File: src/rtl/bp_pkg.sv
// Shared definitions for the branch predictor: table sizing defaults and
// the 2-bit direction counter encodings.
package bp_pkg;

    localparam int BP_ENTRIES = 16;
    localparam int BP_IDX_W   = 4;

    typedef enum logic [1:0] {
        CTR_SNT = 2'b00,
        CTR_WNT = 2'b01,
        CTR_WT  = 2'b10,
        CTR_ST  = 2'b11
    } ctr_e;

endpackage

File: src/rtl/branch_predictor_if.sv
// Fetch-side lookup, execute-side update and statistics signals of the
// branch predictor. The core drives lookups/updates (master); the predictor
// answers them (slave).
interface branch_predictor_if;
    import bp_pkg::*;

    logic [31:0] fetch_pc_i;
    logic        predict_hit_o;
    logic        predict_taken_o;
    logic [31:0] predict_target_o;

    logic        upd_valid_i;
    logic [31:0] upd_pc_i;
    logic        upd_taken_i;
    logic [31:0] upd_target_i;
    logic        upd_mispredict_i;

    logic [31:0] stat_branches_o;
    logic [31:0] stat_mispredicts_o;

    modport master (
        output fetch_pc_i, upd_valid_i, upd_pc_i, upd_taken_i,
               upd_target_i, upd_mispredict_i,
        input  predict_hit_o, predict_taken_o, predict_target_o,
               stat_branches_o, stat_mispredicts_o
    );

    modport slave (
        input  fetch_pc_i, upd_valid_i, upd_pc_i, upd_taken_i,
               upd_target_i, upd_mispredict_i,
        output predict_hit_o, predict_taken_o, predict_target_o,
               stat_branches_o, stat_mispredicts_o
    );

endinterface

File: src/rtl/bp_sat_counter.sv
// Next-state of a 2-bit saturating direction counter: step towards
// strongly-taken on a taken branch, towards strongly-not-taken otherwise.
module bp_sat_counter
    import bp_pkg::*;
(
    input  ctr_e cnt_i,
    input  logic taken_i,
    output ctr_e cnt_o
);

    // Saturating increment/decrement selected by the resolved direction.
    always_comb begin
        cnt_o = cnt_i;
        unique case (cnt_i)
            CTR_SNT: cnt_o = taken_i ? CTR_WNT : CTR_SNT;
            CTR_WNT: cnt_o = taken_i ? CTR_WT  : CTR_SNT;
            CTR_WT:  cnt_o = taken_i ? CTR_ST  : CTR_WNT;
            CTR_ST:  cnt_o = taken_i ? CTR_ST  : CTR_WT;
            default: cnt_o = cnt_i;
        endcase
    end

endmodule

File: src/rtl/branch_predictor.sv
// Direct-mapped BTB with per-entry 2-bit direction counters. Lookups are
// combinational on the fetch PC; resolved branches update the table at the
// clock edge with no forwarding into same-cycle lookups.
module branch_predictor
    import bp_pkg::*;
#(
    parameter int ENTRIES = BP_ENTRIES,
    parameter int IDX_W   = BP_IDX_W
) (
    input logic               clk,
    input logic               rst,
    branch_predictor_if.slave bp
);

    localparam int TAG_W = 32 - IDX_W - 2;

    logic             valid_q [ENTRIES];
    ctr_e             ctr_q   [ENTRIES];
    logic [TAG_W-1:0] tag_q   [ENTRIES];
    logic [31:0]      tgt_q   [ENTRIES];

    logic [31:0] stat_br_q, stat_br_d;
    logic [31:0] stat_mis_q, stat_mis_d;

    logic [IDX_W-1:0] f_idx, u_idx;
    logic [TAG_W-1:0] f_tag, u_tag;
    logic             f_hit, f_taken, u_hit;
    ctr_e             ctr_d;
    logic [3:0]       unused_pc_bits;

    // Byte offset within the instruction word never affects the prediction.
    assign unused_pc_bits = {bp.fetch_pc_i[1:0], bp.upd_pc_i[1:0]};

    assign f_idx = bp.fetch_pc_i[IDX_W+1:2];
    assign f_tag = bp.fetch_pc_i[31:IDX_W+2];
    assign u_idx = bp.upd_pc_i[IDX_W+1:2];
    assign u_tag = bp.upd_pc_i[31:IDX_W+2];

    // Zero-latency lookup from the registered table contents.
    always_comb begin
        f_hit                = valid_q[f_idx] && (tag_q[f_idx] == f_tag);
        f_taken              = f_hit && ctr_q[f_idx][1];
        bp.predict_hit_o     = f_hit;
        bp.predict_taken_o   = f_taken;
        bp.predict_target_o  = f_taken ? tgt_q[f_idx] : bp.fetch_pc_i + 32'd4;
        bp.stat_branches_o   = stat_br_q;
        bp.stat_mispredicts_o = stat_mis_q;
    end

    assign u_hit = valid_q[u_idx] && (tag_q[u_idx] == u_tag);

    bp_sat_counter u_sat_counter (
        .cnt_i   (ctr_q[u_idx]),
        .taken_i (bp.upd_taken_i),
        .cnt_o   (ctr_d)
    );

    // Saturating statistics next-state.
    always_comb begin
        stat_br_d  = stat_br_q;
        stat_mis_d = stat_mis_q;
        if (bp.upd_valid_i) begin
            if (stat_br_q != 32'hFFFF_FFFF) stat_br_d = stat_br_q + 32'd1;
            if (bp.upd_mispredict_i && (stat_mis_q != 32'hFFFF_FFFF))
                stat_mis_d = stat_mis_q + 32'd1;
        end
    end

    // Valid bits, counters and stats; reset wins over a same-cycle update.
    always_ff @(posedge clk) begin
        if (rst) begin
            for (int i = 0; i < ENTRIES; i++) begin
                valid_q[i] <= 1'b0;
                ctr_q[i]   <= CTR_WNT;
            end
            stat_br_q  <= '0;
            stat_mis_q <= '0;
        end else begin
            stat_br_q  <= stat_br_d;
            stat_mis_q <= stat_mis_d;
            if (bp.upd_valid_i) begin
                if (u_hit) begin
                    ctr_q[u_idx] <= ctr_d;
                end else if (bp.upd_taken_i) begin
                    valid_q[u_idx] <= 1'b1;
                    ctr_q[u_idx]   <= CTR_WT;
                end
            end
        end
    end

    // Tag/target storage is unreset. A taken update either hits (tag already
    // equal) or allocates, so both fields can be written on every taken update.
    always_ff @(posedge clk) begin
        if (!rst && bp.upd_valid_i && bp.upd_taken_i) begin
            tag_q[u_idx] <= u_tag;
            tgt_q[u_idx] <= bp.upd_target_i;
        end
    end

endmodule

File: src/flat_wrapper.sv
// flat-port wrapper written by rule: the top's interface ports become plain ports
module branch_predictor_flat import bp_pkg::*;
#(
    parameter int ENTRIES = BP_ENTRIES,
    parameter int IDX_W   = BP_IDX_W
)
  (clk, rst, bp_fetch_pc_i, bp_upd_valid_i, bp_upd_pc_i, bp_upd_taken_i, bp_upd_target_i, bp_upd_mispredict_i, bp_predict_hit_o, bp_predict_taken_o, bp_predict_target_o, bp_stat_branches_o, bp_stat_mispredicts_o);
  branch_predictor_if bp_i ();
  input logic clk;
  input logic rst;
  input wire logic [$bits(bp_i.fetch_pc_i)-1:0] bp_fetch_pc_i;
  input wire logic [$bits(bp_i.upd_valid_i)-1:0] bp_upd_valid_i;
  input wire logic [$bits(bp_i.upd_pc_i)-1:0] bp_upd_pc_i;
  input wire logic [$bits(bp_i.upd_taken_i)-1:0] bp_upd_taken_i;
  input wire logic [$bits(bp_i.upd_target_i)-1:0] bp_upd_target_i;
  input wire logic [$bits(bp_i.upd_mispredict_i)-1:0] bp_upd_mispredict_i;
  output wire logic [$bits(bp_i.predict_hit_o)-1:0] bp_predict_hit_o;
  output wire logic [$bits(bp_i.predict_taken_o)-1:0] bp_predict_taken_o;
  output wire logic [$bits(bp_i.predict_target_o)-1:0] bp_predict_target_o;
  output wire logic [$bits(bp_i.stat_branches_o)-1:0] bp_stat_branches_o;
  output wire logic [$bits(bp_i.stat_mispredicts_o)-1:0] bp_stat_mispredicts_o;
  assign bp_i.fetch_pc_i = bp_fetch_pc_i;
  assign bp_i.upd_valid_i = bp_upd_valid_i;
  assign bp_i.upd_pc_i = bp_upd_pc_i;
  assign bp_i.upd_taken_i = bp_upd_taken_i;
  assign bp_i.upd_target_i = bp_upd_target_i;
  assign bp_i.upd_mispredict_i = bp_upd_mispredict_i;
  assign bp_predict_hit_o = bp_i.predict_hit_o;
  assign bp_predict_taken_o = bp_i.predict_taken_o;
  assign bp_predict_target_o = bp_i.predict_target_o;
  assign bp_stat_branches_o = bp_i.stat_branches_o;
  assign bp_stat_mispredicts_o = bp_i.stat_mispredicts_o;
  branch_predictor #(.ENTRIES(ENTRIES), .IDX_W(IDX_W)) u_core (.clk(clk), .rst(rst), .bp(bp_i));
endmodule
File: config.mk
export PLATFORM = sky130hd
export DESIGN_NAME = branch_predictor_flat
export DESIGN_NICKNAME = d
export VERILOG_FILES = /design/src/rtl/bp_pkg.sv /design/src/rtl/branch_predictor_if.sv /design/src/rtl/bp_sat_counter.sv /design/src/rtl/branch_predictor.sv /design/src/flat_wrapper.sv
export SDC_FILE = /design/constraint.sdc
export NUM_CORES = 1
export LEC_CHECK = 0
export CAP_MARGIN = 20
export CORE_MARGIN = 2
export CORE_UTILIZATION = 27
export CTS_BUF_LIST = sky130_fd_sc_hd__clkbuf_16
export DETAILED_ROUTE_END_ITERATION = 10
export PLACE_DENSITY = 0.47
export SYNTH_ARGS = -nofsm -noshare
export SYNTH_HDL_FRONTEND = slang
export SYNTH_SLANG_ARGS = --single-unit
File: constraint.sdc
create_clock -name clk -period 5.8 [get_ports clk]
set_input_delay 1.16 -clock clk [delete_from_list [all_inputs] [get_ports clk]]
set_output_delay 1.16 -clock clk [all_outputs]
set_load 0.005 [all_outputs]
== After elaboration in Yosys (flattened, before gate mapping) ==
Memories as Yosys holds them, arrays and structs flattened.
Cells that the tools add are included.
Storage, ports and cells
  RAM bits: 976
  output and inout port bits: 98
  input port bits: 101
  memories kept: 4
  logic and storage cells: 55
  flip-flop bits (word level): 64
Memories
  u_core.tgt_q: depth 16, width 32, rd ports 1, clocked after Yosys merged registers in 0, write ports 1, RTL line branch_predictor.sv:20  | logic [31:0] tgt_q [ENTRIES];
  u_core.tag_q: depth 16, width 26, rd ports 2, clocked after Yosys merged registers in 0, write ports 1, RTL line branch_predictor.sv:19  | logic [TAG_W-1:0] tag_q [ENTRIES];
  u_core.ctr_q: depth 16, width 2, rd ports 2, clocked after Yosys merged registers in 0, write ports 16, RTL line branch_predictor.sv:18  | ctr_e ctr_q [ENTRIES];
  u_core.valid_q: depth 16, width 1, rd ports 2, clocked after Yosys merged registers in 0, write ports 16, RTL line branch_predictor.sv:17  | logic valid_q [ENTRIES];
Cells by class
  multiplexer cells: 26
  reductions and logical operators: 12
  equal/unequal tests: 7
  add/subtract/negate cells: 3
  bitwise operators: 1
Operator list (number)
  32-bit by 1-bit adder with 32-bit output, second input constant: 2
  32-bit != test, second input constant: 2
  26-bit == test: 2
  32-bit by 3-bit adder with 32-bit output, second input constant: 1
  32-bit 2-to-1 mux: 1
  1-bit 2-to-1 mux: 18
  2-bit 2-to-1 mux: 4
  4-bit 2-to-1 mux: 2
  2-bit case mux with 4 select lines: 1
  1-bit logical AND: 6
  2-bit == test, second input constant: 2
  2-bit AND reduction: 2
  2-bit by 1-bit == test with 1-bit output, second input constant: 1
  2-bit zero test: 1
  2-bit OR reduction: 1
  1-bit zero test: 1
  1-bit bitwise OR: 1
  1-bit OR reduction: 1

== Logic depth before layout (Yosys ltp) ==
An unclocked memory read counts as a cell.
  word-level depth: 10
  mapped depth: 16
  gate-level depth less buffers: 10

== Modules after synthesis ==
Synthesis repeated with hierarchy kept, for this count alone.
Second synthesis, totals
  cell total of the unflattened synthesis: 2606
  area total of the unflattened synthesis: 46233.1 sq um
Modules (own cells, without submodules)
  branch_predictor: instances 1, seq. area each 30429.2 sq um, area each 46206.8 sq um, cells an instance 2603
  bp_sat_counter: instances 1, seq. area each 0.0 sq um, area each 26.3 sq um, cells an instance 3

== Least setup slack after synthesis ==
OpenSTA, ideal clock, no wires.
  kind: in2out
  start: input port bp_fetch_pc_i[2]
  end: output port bp_predict_target_o[0]
  setup slack: 0.152 ns
  data arrival time: 4.488 ns
  path buffers: 7
  required time: 4.640 ns
  cell stages on the path: 10
  cells stage by stage: buf_2 > buf_2 > buf_2 > buf_4 > buf_2 > clkbuf_1 > buf_1 > mux4_2 > mux4_2 > mux2_2
Between the ends
  cells in the longest elaborated chain, start to end: 5
  elaborated cells on any way between the ends: 8
RTL lines
  start, declared: RTL line flat_wrapper.sv:11  | input wire logic [$bits(bp_i.fetch_pc_i)-1:0] bp_fetch_pc_i;
  memory read 16 x 26 bit
  26-bit == test: RTL line branch_predictor.sv:41  | f_hit = valid_q[f_idx] && (tag_q[f_idx] == f_tag);
  1-bit logical AND: RTL line branch_predictor.sv:41
  1-bit logical AND: RTL line branch_predictor.sv:42  | f_taken = f_hit && ctr_q[f_idx][1];
  32-bit 2-to-1 mux (*): RTL line branch_predictor.sv:45  | bp.predict_target_o = f_taken ? tgt_q[f_idx] : bp.fetch_pc_i + 32'd4;
  end, declared: RTL line flat_wrapper.sv:19  | output wire logic [$bits(bp_i.predict_target_o)-1:0] bp_predict_target_o;
Every way passes the cells marked *; elsewhere a longest branch is shown, timed or not.

== Worst setup path in the final report ==
  start: input port bp_fetch_pc_i[3]
  end: output port bp_predict_target_o[27]
Same word-level chain as after synthesis.

==> results.cfg <==
[routing]
drt_pass1_iterations = 7
route.final.wire_length_mm = 147.9
initialDrtViolationCount = 2637
viasPerCell = 4.978
routedWlPerCell_um = 27.74
route.vias.total = 26540
post-route-drc-count = 0
detail-route-antenna-nets = 0

[sta]
finalHoldViolCount = 0
shortest_period_the_worst_path_allows_ns = 5.802
timing.clock.skew_ns = 0.1021
slew_violations = 0
tightestPinTransition_ns = 1.014
max_slew_margin_pct = 32.40
unrepaired_setup_endpoints_after_global_routing = true
final.period_utilization_pct = 100.0
clock.fmax_ghz = 0.1724
setup-violations-final = 1
finalHoldWorstSlack_ns = 0.4695
worst_slack_ns = -0.002095

[logic_synthesis]
synth_most_common_cell = edfxtp_1
post_synth_main_area_contributors = edfxtp_1, mux4_2, dfxtp_1
synth_top_area_cell = edfxtp_1
synth-seq-area-share_pct = 66.36
synth_top_area_share_pct = 62.87
synth_nets = 2666
synth_cell_type_count = 72
ys_dominant_reg_cell = edfxtp_1
syn_area_mm2 = 0.04585
synth-async-reset-ratio_pct = 0
synth_enable_flop_cells = 960
syn-instance-count = 2562
ys_top_cells_by_count = edfxtp_1, mux4_2, mux2i_1, nor2_1, nand2_1
ys_ff_latch = 1040
synthesis.yosys.warnings = 0
syn_avg_cell_area_um2 = 17.90

[clock_network]
clock_network_latency_to_the_later_pin_of_the_worst_skew_pair_ns = 0.77
total_clock_sinks = 1040
cts-buffers-inserted = 114
cts_max_path_buffers = 3
cts_tree = yes
h_tree_level_count = 3
root_buffer = clkbuf_16
clk_pin_slew_worst_paths_ns = 0.05
cts_hold_buffers = 0

[global_route]
grt_max_degree = 116
globalRouteTotalUtil_pct = 16.86
grt.overflow.total = 0
grt_antenna_before_repair = 17
grt_first_pass_wirelength_mm = 209.3
grt_pass1_vias = 27080

[place]
place_hpwl_mm = 93.44
gp_congestion = 0.8525
numPortBuffers = 196

[worst_hold_path]
startpoint_of_the_lowest_slack_hold_path = u_core.valid_q[14]$_DFF_P_
hold_path_class = reg -> reg
holdPathEnd = u_core.valid_q[14]$_DFF_P_
worst_hold_path.num_cells = 2

[floorplan]
die_area_mm2 = 0.1731
die_w_um = 416.1
coreArea_mm2 = 0.1691
fp.dieH_um = 416.1
num_io_pins = 199
floorplan.initialDensity_pct = 27.12
row_count = 151

[power_and_ir_drop]
cellPowerDensity_mw_per_mm2 = 295.6
ir_drop_uv = 263.2
p_leak_nw = 18.60
sequential_power_share_pct = 49.1
power.share.combinational_pct = 8.3
power.switching_w = 0.003896
power.switching_fraction_pct = 23.14
post-layout-total-power_w = 0.01684
power_report.internal_total_w = 0.01294
share_clk_of_total_power_pct = 42.6

[critical_path]
maximum_fanout_along_the_worst_path = 6
reg2reg_depth = 10
timing.rr.end = u_core.ctr_q[8][0]$_SDFFCE_PN1P_
rrSetupSlack_ns = 1.88
critical_path_arrival_ns = 4.64
timing.critical_path.required_ns = 4.64
critPathKind = in -> out
startpoint_type = input port
crit-reg2reg-launch = u_core.tag_q[13][21]$_DFFE_PP_
cp-end-kind = output pin

[final_layout]
post-route-util_pct = 33.68
layout.area.seq_mm2 = 0.03043
drive_above_1_share_pct = 30.37
nNetsFinal = 3122
fillerInstances = 16110
multi_input_comb_area_mm2 = 0.01491
synthToLayoutAreaGrowth_pct = 24.21

[run]
cap_viol_max_count = 0

[outcome]
failed_checks = negative setup slack
status = complete, but fails checks
power groups by stage:
stage	combinational, W	clock (W)	sequential [W]
2_1_floorplan	0.000694	0	0.00842
3_3_place_gp	0.00137	0	0.00843
3_5_place_dp	0.00137	0	0.00843
4_1_cts	0.00141	0.00736	0.00827
5_1_grt	0.00148	0.00764	0.00827
6_report	0.00140	0.00717	0.00827
routing by layer:
layer  part of all wire [%]  vias to the layer above  track usage [%]  wire length (um)
li1                       -                    11410                -                 -
met1                     44                    14150            22.66             64500
met2                     49                      775            28.40             72730
met3                    4.8                      197            2.897              7158
met4                    2.3                       12            3.883              3411
met5                  0.054                        -                0                80
worst max-delay path by stage:
| stage | from | end | slack [ns] | cells after the start |
|---|---|---|---|---|
| final | bp_fetch_pc_i[3] | bp_predict_target_o[27] | -0.002 | 16 |
| after global routing | bp_fetch_pc_i[3] | bp_predict_target_o[27] | -0.10 | 14 |
| after CTS | bp_fetch_pc_i[3] | bp_predict_target_o[18] | -0.11 | 17 |
| after detailed placement | bp_fetch_pc_i[2] | bp_predict_target_o[6] | -0.47 | 13 |
| after global placement | bp_fetch_pc_i[2] | bp_predict_target_o[6] | -0.56 | 15 |
| after floorplan | bp_fetch_pc_i[2] | bp_predict_target_o[0] | 0.15 | 10 |
cell usage in the layout, fill, tap and decap left out, types with 7 or more instances in the layout:
cell / n
edfxtp_1: 960
dfxtp_1: 80
nand2_1: 96
o21bai_1: 16
nor3_1: 13
mux2i_1: 145
or3_1: 12
nor2_1: 121
and3_1: 16
o21ai_0: 21
inv_1: 47
bufinv_16: 10
a31oi_1: 8
mux2_4: 29
nor2_4: 12
and4_1: 10
nand2b_1: 14
buf_4: 240
nor2b_1: 14
a21oi_1: 29
xor2_1: 65
and2_1: 7
o32ai_1: 12
a22o_1: 7
buf_16: 7
mux4_2: 331
nand3_1: 67
buf_6: 34
mux2_2: 34
xnor2_1: 70
a22oi_1: 34
clkbuf_16: 116
nand4_1: 20
clkinv_2: 22
a221oi_1: 9
clkdlybuf4s50_1: 155
o22ai_1: 19
clkinv_1: 32
buf_12: 43
worst max-delay path: stages:
cell and delay (ns):
buf_16 0.14, buf_4 0.17, mux4_2 0.50, mux2i_1 0.20, buf_4 0.17, xnor2_1 0.12, nand3_1 0.18, or4_1 0.42
o21ai_0 0.11, nand3_1 0.16, nor4b_4 0.29, buf_6 0.16, buf_12 0.13, bufbuf_16 0.25, mux2_2 0.33, buf_2 0.13
repair_timing:
| action | in CTS | in global routing |
|---|---|---|
| cloned | 6 | 0 |
| hold endpoints to repair | 0 | 0 |
| resized for setup | 204 | 23 |
| buffers inserted | 16 | 4 |
| pin swaps | 6 | 10 |
| setup endpoints to repair | 33 | 32 |
registers in the layout, summed over array words and instances, names as in the netlist:
signal	flops
u_core.bp.stat_branches_o	32
u_core.bp.stat_mispredicts_o	32
u_core.ctr_q	32
u_core.tag_q	416
u_core.tgt_q	512
u_core.valid_q	16
cell families (layout without fill, tap and decap cells):
family / count (synthesis) / count (layout) / share of synthesized area (%)
flip-flops: 1040 / 1040 / 66.36
AND/OR/NAND/NOR: 433 / 433 / 4.606
AO/OA/AOI/OAI: 209 / 209 / 3.332
XOR/XNOR: 137 / 137 / 2.617
buffers and inverters: 193 / 743 / 1.853
adder cells (fa/ha/maj): 3 / 3 / 0.08187
other: 0 / 2 / 0
multiplexers: 547 / 547 / 21.15
stage by stage:
stage	cells	cell area, um^2	TNS, ns	setup slack, ns
CTS	5327	56850	-0.7248	-0.1135
global route	5331	56950	-1.801	-0.1005
detailed placement	5095	52550	-13.68	-0.4665
floorplan	2562	45850	0	0.1521
global placement	5095	52550	-16.94	-0.5625
finish	5332	56950	-0.002095	-0.002095
layout make-up:
class	instances	share of cell area (%)
tap	2218	4.873
multi-input combinational	1329	26.19
inverter	39	0.2790
timing repair buffer	494	8.733
clock buffer	115	5.053
clock inverter	95	1.437
antenna	2	0.008788
sequential	1040	53.43
Note: power is estimated with default switching activity, not from simulation.
